## src/rtl/fir_filter_mac.sv

```systemverilog
// fir_filter_mac: time-multiplexed unsigned FIR filter.
// Accepts one sample at a time over a valid/ready handshake. A single shared
// multiply-accumulate stage walks the taps, one tap per clock, and the result
// is clamped to OUT_W bits. Coefficients can be rewritten at runtime while idle.
module fir_filter_mac #(
    parameter int TAPS   = 4,
    parameter int DATA_W = 8,
    parameter int COEF_W = 8,
    parameter int OUT_W  = 18,
    parameter int AW     = 2
) (
    input  logic              clk,
    input  logic              reset,
    input  logic [DATA_W-1:0] x,
    input  logic              in_valid,
    output logic              in_ready,
    output logic [OUT_W-1:0]  y,
    output logic              out_valid,
    output logic              sat,
    input  logic              coef_we,
    input  logic [AW-1:0]     coef_addr,
    input  logic [COEF_W-1:0] coef_data,
    output logic              coef_err
);

    // The accumulator is wide enough for TAPS full-scale products, so it never wraps.
    localparam int PROD_W = DATA_W + COEF_W;
    localparam int ACC_W  = PROD_W + $clog2(TAPS);
    localparam int CMP_W  = ((ACC_W > OUT_W) ? ACC_W : OUT_W) + 1;

    localparam logic [AW-1:0] LAST_IDX = AW'(TAPS - 1);

    localparam logic [0:0] S_IDLE = 1'b0;
    localparam logic [0:0] S_MAC  = 1'b1;

    logic [0:0]        r_state;
    logic [AW-1:0]     r_idx;
    logic [DATA_W-1:0] r_d [TAPS];
    logic [COEF_W-1:0] r_h [TAPS];
    logic [ACC_W-1:0]  r_acc;
    logic [OUT_W-1:0]  r_y;
    logic              r_sat;
    logic              r_out_valid;
    logic              r_coef_err;

    logic              w_accept;
    logic              w_addr_ok;
    logic              w_coef_wr;
    logic              w_last;
    logic [COEF_W-1:0] w_h_sel;
    logic [DATA_W-1:0] w_d_sel;
    logic [PROD_W-1:0] w_prod;
    logic [ACC_W-1:0]  w_full;
    logic [OUT_W:0]    w_clip;

    // Clamp an accumulator value to OUT_W bits; the MSB of the result flags clamping.
    function automatic logic [OUT_W:0] sat_clip(input logic [ACC_W-1:0] v);
        logic [CMP_W-1:0] wide;
        logic [CMP_W-1:0] lim;
        wide = CMP_W'(v);
        lim  = CMP_W'({OUT_W{1'b1}});
        if (wide > lim) begin
            return {1'b1, {OUT_W{1'b1}}};
        end
        return {1'b0, OUT_W'(wide)};
    endfunction

    assign in_ready  = (r_state == S_IDLE) && !reset;
    assign w_accept  = in_ready && in_valid;
    assign w_addr_ok = (int'(coef_addr) < TAPS);
    // Coefficients are frozen while a computation is in flight.
    assign w_coef_wr = coef_we && (r_state == S_IDLE) && w_addr_ok;
    assign w_last    = (r_idx == LAST_IDX);

    // Select the coefficient and delay-line entry for the current tap.
    always_comb begin
        w_h_sel = '0;
        w_d_sel = '0;
        for (int k = 0; k < TAPS; k++) begin
            if (int'(r_idx) == k) begin
                w_h_sel = r_h[k];
                w_d_sel = r_d[k];
            end
        end
    end

    assign w_prod = PROD_W'(w_h_sel) * PROD_W'(w_d_sel);
    assign w_full = r_acc + ACC_W'(w_prod);
    assign w_clip = sat_clip(w_full);

    // Sequencer: wait for a sample, then step one tap per cycle.
    always_ff @(posedge clk) begin
        if (reset) begin
            r_state <= S_IDLE;
            r_idx   <= '0;
        end else begin
            case (r_state)
                S_IDLE: begin
                    if (w_accept) begin
                        r_state <= S_MAC;
                        r_idx   <= '0;
                    end
                end
                S_MAC: begin
                    r_idx <= r_idx + AW'(1);
                    if (w_last) begin
                        r_state <= S_IDLE;
                    end
                end
                default: r_state <= S_IDLE;
            endcase
        end
    end

    // Delay line: newest sample in d[0], shifted only when a sample is accepted.
    always_ff @(posedge clk) begin
        if (reset) begin
            for (int k = 0; k < TAPS; k++) begin
                r_d[k] <= '0;
            end
        end else if (w_accept) begin
            r_d[0] <= x;
            for (int k = 1; k < TAPS; k++) begin
                r_d[k] <= r_d[k-1];
            end
        end
    end

    // Coefficient bank: unity taps after reset give a moving sum until loaded.
    always_ff @(posedge clk) begin
        if (reset) begin
            for (int k = 0; k < TAPS; k++) begin
                r_h[k] <= COEF_W'(1);
            end
        end else if (w_coef_wr) begin
            for (int k = 0; k < TAPS; k++) begin
                if (int'(coef_addr) == k) begin
                    r_h[k] <= coef_data;
                end
            end
        end
    end

    // Accumulator: cleared on accept, adds one tap product per MAC cycle.
    always_ff @(posedge clk) begin
        if (reset) begin
            r_acc <= '0;
        end else if (w_accept) begin
            r_acc <= '0;
        end else if (r_state == S_MAC) begin
            r_acc <= w_full;
        end
    end

    // Result register: y/sat hold until the next result, out_valid pulses once.
    always_ff @(posedge clk) begin
        if (reset) begin
            r_y         <= '0;
            r_sat       <= 1'b0;
            r_out_valid <= 1'b0;
        end else begin
            r_out_valid <= 1'b0;
            if ((r_state == S_MAC) && w_last) begin
                r_y         <= w_clip[OUT_W-1:0];
                r_sat       <= w_clip[OUT_W];
                r_out_valid <= 1'b1;
            end
        end
    end

    // Rejected coefficient writes (busy or out-of-range address) pulse coef_err.
    always_ff @(posedge clk) begin
        if (reset) begin
            r_coef_err <= 1'b0;
        end else begin
            r_coef_err <= coef_we && !((r_state == S_IDLE) && w_addr_ok);
        end
    end

    assign y         = r_y;
    assign sat       = r_sat;
    assign out_valid = r_out_valid;
    assign coef_err  = r_coef_err;

endmodule

```

## config.mk

```make
export PLATFORM = sky130hd
export DESIGN_NAME = fir_filter_mac
export DESIGN_NICKNAME = d
export VERILOG_FILES = /design/src/rtl/fir_filter_mac.sv
export SDC_FILE = /design/constraint.sdc
export NUM_CORES = 1
export LEC_CHECK = 0
export ABC_AREA = 1
export CAP_MARGIN = 5
export CORE_AREA = 2 2 129 106
export DETAILED_ROUTE_END_ITERATION = 10
export DIE_AREA = 0 0 131 108
export PLACE_DENSITY = 0.78
export SYNTH_ARGS = -nofsm -noshare
export SYNTH_HDL_FRONTEND = slang
export SYNTH_SLANG_ARGS = --single-unit
```

## constraint.sdc

```tcl
create_clock -name clk -period 6.8 [get_ports clk]
set_clock_uncertainty 0.1 [all_clocks]
set_input_delay 1.02 -clock clk [delete_from_list [all_inputs] [get_ports clk]]
set_output_delay 1.02 -clock clk [all_outputs]
set_load 0.1 [all_outputs]
```

## Yosys cells after proc, flatten, opt, wreduce, memory -nomap -nowiden

Memories as Yosys holds them, arrays and structs flattened.
Cells that the tools add are included.

- Output and inout port bits: 22
- Word-level logic and storage cells: 79
- Bits of input ports: 22
- Memory bits (writable): 64
- Memories kept: 2
- Flip-flop bits (word level): 41

- Multipliers: 1
- Bitwise operators: 9
- Equal/unequal tests: 8
- Muxes and demuxes: 42
- Add/sub/neg operators: 2
- Reduce and logical (&&, ||, !) cells: 9

Memories:

| name | words | width | rd ports | clocked after Yosys merged registers in | wr ports | RTL line | RTL |
|---|---|---|---|---|---|---|---|
| r_d | 4 | 8 | 4 | 0 | 4 | 38 | `logic [DATA_W-1:0] r_d [TAPS];` |
| r_h | 4 | 8 | 4 | 0 | 4 | 39 | `logic [COEF_W-1:0] r_h [TAPS];` |

Operators with widths:

| cell | number |
|---|---|
| $mux 8 | 16 |
| $mux 1 | 23 |
| $add 18x16->18 | 1 |
| $mul 8x8->16 | 1 |
| $eq 2x2->1 const B | 5 |
| $or 1x1->1 | 8 |
| $logic_and 1x1->1 | 5 |
| $eq 2x1->1 const B | 2 |
| $logic_not 2->1 | 2 |
| $pmux 2 s2 | 1 |
| $add 2x1->2 const B | 1 |
| $mux 2 | 1 |
| $ne 2x2->1 const B | 1 |
| $pmux 1 s2 | 1 |
| $reduce_or 2->1 | 1 |
| $logic_not 1->1 | 1 |
| $not 1->1 | 1 |

## Depth between registers and ports, before layout

Gate-level depths: netlist (run 1).

- Word-level depth: 7
- Mapped depth: 30
- Depth with buffers taken out: 28

## Worst setup path before layout (run 1)

No wires, ideal clock.

- Path kind: register to register
- From: register r_idx[1]
- To: register r_acc[8]
- Required time: 6.591 ns
- Library setup time: 0.109 ns
- Setup slack: 2.004 ns
- Data arrival time: 4.587 ns
- Buffers on the path: 2
- Period minus slack after synthesis: 4.796 ns
- Stages on the path, launching flop included: 28
- Cell sequence: dfxtp_1 > inv_1 > ha_1 > buf_6 > inv_8 > buf_8 > nand3_1 > nand2_1 > a22oi_2 > inv_1 > nand2_1 > fa_1 > fa_1 > inv_1 > fa_1 > inv_1 > fa_1 > inv_1 > ha_1 > nand2_1 > inv_1 > nand3_1 > nand2_1 > or2_2 > nand2_1 > nand2_1 > nand2_1 > inv_1

- Word-level cells in the longest chain between the ends: 7
- Elaborated cells between the ends (all ways): 14
- Those cells by class: 1 x add/sub; 1 x mul; 3 x eq/ne; 8 x mux; 1 x reduce/logical

Ends and longest elaborated chain:

| item | RTL line | RTL |
|---|---|---|
| start, declared | 37 | `logic [AW-1:0] r_idx;` |
| start signal, assigned | 105 | `r_idx <= r_idx + AW'(1);` |
| $logic_not 2->1 | 80 | `if (int'(r_idx) == k) begin` |
| $mux 8 (4 in series) | 80 |  |
| $mul 8x8->16 * | 87 | `assign w_prod = PROD_W'(w_h_sel) * PROD_W'(w_d_sel);` |
| $add 18x16->18 * | 88 | `assign w_full = r_acc + ACC_W'(w_prod);` |
| end signal, assigned | 151 | `r_acc <= w_full;` |
| end, declared | 40 | `logic [ACC_W-1:0] r_acc;` |

Mark *: on every way between the ends. The rest lies on a longest branch, timed or not.
A chain may end at the register's enable or synchronous reset.

## Worst setup path in the final report (run 1)

- From: register r_idx[0]
- To: register r_acc[8]

The elaborated chain is that of the path after synthesis.

==> results of run 1 <==
## cell families after synthesis
| logic type | synth area share (%) |
|---|---|
| AOI/OAI and AO/OA | 7.025 |
| buffers and inverters | 14.22 |
| DFF | 36.49 |
| other | 0.04989 |
| and+or+nand+nor | 20.99 |
| adders and majority gates | 20.64 |
| xor gates and xnor gates | 0.5828 |
## worst min-delay path: stages (launching register included)
cell and delay (ns):
dfxtp_1 0.31, nand2_1 0.06, a21oi_1 0.05
## flip-flops by register name (all words and copies together) (netlist names)
name	flops
out_valid	1
r_idx	2
coef_err	1
r_acc	18
r_h	32
r_d	32
r_state	1
y	18
## stage by stage
stage / total power, µW / setup slack (ns) / util, % / cells / hold WS [ns]
6_report: 2372 / 1.010 / 65.85 / 1156 / 0.3653
2_1_floorplan: 1541 / 2.004 / - / 940 / 0.3400
5_1_grt: 2577 / 0.4980 / 65.85 / 1156 / 0.3812
4_1_cts: 2379 / 1.045 / 65.85 / 1156 / 0.3676
3_3_place_gp: 1787 / 1.196 / 63.36 / 1140 / 0.3541
3_5_place_dp: 1808 / 1.111 / 63.36 / 1140 / 0.3554
## worst paths after layout
kind / start / end / cells past startpoint / slack (ns)
worst min-delay path: y[8] / y[8] / 2 / 0.37
worst max-delay path: r_idx[0] / r_acc[8] / 25 / 1.01
worst min register to register: y[8] / y[8] / 2 / 0.37
worst max register to register: r_idx[0] / r_acc[8] / 25 / 1.01
## power by group
part | internal [µW] | switching (µW)
registers | 720 | 17.1
clock network | 296 | 261
logic | 370 | 709
total | 1390 | 987
## routing by layer
metal	part of all wire, %	global-route usage (%)	vias to the layer above
met3	6.4	5.047	19
met5	0	0	-
met2	45	39.01	171
li1	-	-	2903
met1	47	37.31	2710
met4	1.4	5.927	0
## cells in the mapped netlist (2+ instances only)
master | n | area share (%)
nor4_4 | 3 | 0.85
fa_1 | 50 | 13
nand2_1 | 177 | 8.8
o21ai_0 | 14 | 0.93
edfxtp_1 | 64 | 26
ha_1 | 44 | 7.3
xor2_1 | 3 | 0.35
or2_2 | 2 | 0.17
buf_6 | 2 | 0.30
nor2_1 | 147 | 7.3
o22ai_1 | 6 | 0.50
o31ai_1 | 5 | 0.50
nand2_2 | 6 | 0.50
buf_4 | 2 | 0.20
dfxtp_1 | 41 | 11
clkbuf_1 | 7 | 0.35
a22oi_2 | 6 | 1.0
o21ai_1 | 7 | 0.47
o221ai_1 | 2 | 0.23
xnor2_1 | 2 | 0.23
nand4_1 | 2 | 0.17
inv_1 | 235 | 12
a21oi_1 | 42 | 2.8
buf_2 | 11 | 0.73
inv_2 | 10 | 0.50
nand3_1 | 34 | 2.3
## cell type report
class	instances	share of cell area, %
Timing Repair Buffer	48	5.552
Inverter	247	11.15
Multi-Input combinational cell	565	44.19
Sequential cell	105	32.72
Clock inverter	7	1.090
Tap cell	175	2.612
Clock buffer	9	2.687
==> flow_summary.yaml, run 1 <==
outcome:
  status: "completed"
placement:
  dp.final_hpwl_um: 12000
  gp_congestion: 0.9065
  placement.io_buffers: 42
  placed_area_um2: 8066
cts:
  clkSinkCount: 105
  post_cts_buffers: 0
  cts.htree.levels: 3
  clk_path_buf_depth: 2
  postCtsHoldBufs: 0
  post_cts_resized: 0
  numCtsBuffers: 9
  cts_tree: "done"
  clk_pin_slew_worst_paths_ns: 0.08
  root_buffer: "clkbuf_16"
  insertion_delay_ns: 0.36
sta:
  relSlewSlack_pct: 23.71
  finalCritPeriodShare_pct: 85.15
  rsz0062_at_grt: "false"
  slew_violations: 0
  worstMarginPinSlew_ns: 1.135
  fin_crit_ns: 5.790
  setup_violations: 0
  fmax_mhz: 172.7
  finalHoldViolCount: 0
  tns_ns: 0
power_and_ir_drop:
  p_leak_uw: 0.004283
  power.density_nw_per_um2: 283.0
  peakVddDrop_mv: 0.1517
synth:
  ys_ff_latch: 105
  synth-edff-count: 64
  async_flop_share_pct: 0
  synth.distinct_cells: 42
  ys_seq_area_share_pct: 36.49
  synth_nets: 1056
  synth-main-ff-cell: "edfxtp_1"
  yosysWarnings: 0
  syn_area_um2: 7516
  synth_cells: 940
  syn-mean-instance-area_um2: 7.996
floorplanning:
  ios: 44
  core-area_um2: 12730
  die_area_um2: 14150
  initial_utilization_pct: 59.04
  row_count: 37
  die_x_um: 131
  die_y_um: 108
worst_setup_path:
  cp-end-kind: "register"
  critPathMostFrequentCell: "inv_1"
  cp_data_required_time_ns: 6.96
  crit_family: "adder cells"
  cp_max_fo: 23
  slowest_stage: "ha_1"
  cp.buffers_inverters: 8
  critPathKind: "reg2reg"
  critPathMaxStageDelay_ns: 0.70
  arrival_ns: 5.95
  start_kind: "register"
detailed_routing:
  drt_iter0_markers: 521
  postRouteAntennaNets: 0
  finalWirelength_um: 15970
  num_vias: 5803
  wl_per_cell_um: 13.82
  dr.pass1.iters: 5
  drcViolationCount: 0
  viasPerCell: 5.020
global_route:
  grt_pass1_wl_um: 27590
  grt_max_degree: 51
  overflow: 0
  grt_usage_pct: 25.33
  grt_pass1_vias: 5724
  grt_antenna_before_repair: 0
finish:
  mostFrequentLayoutCells: "inv_1 (235), nand2_1 (177), nor2_1 (147)"
  ff_latch_area_um2: 2743
  stdcell_area_um2: 8383
  final_common_cell: "inv_1"
  areaGrowthSynthToFinish_pct: 11.54
  fillers: 1070
  nets: 1092
  drive_gt1_share_pct: 5.912
  multi_input_area_um2: 3705
  antennaDiodeCount: 0
flow_run:
  cap_violations: 0
hold_path:
  hold_class: "reg2reg"
Power figures use the tool's default switching activity.
==> run 2, diff against run 1 <==
- TNS_END_PERCENT: not set -> 1
==> results of run 2 <==
Same layout as run 1: the final DEF is identical, and so are final timing and power.
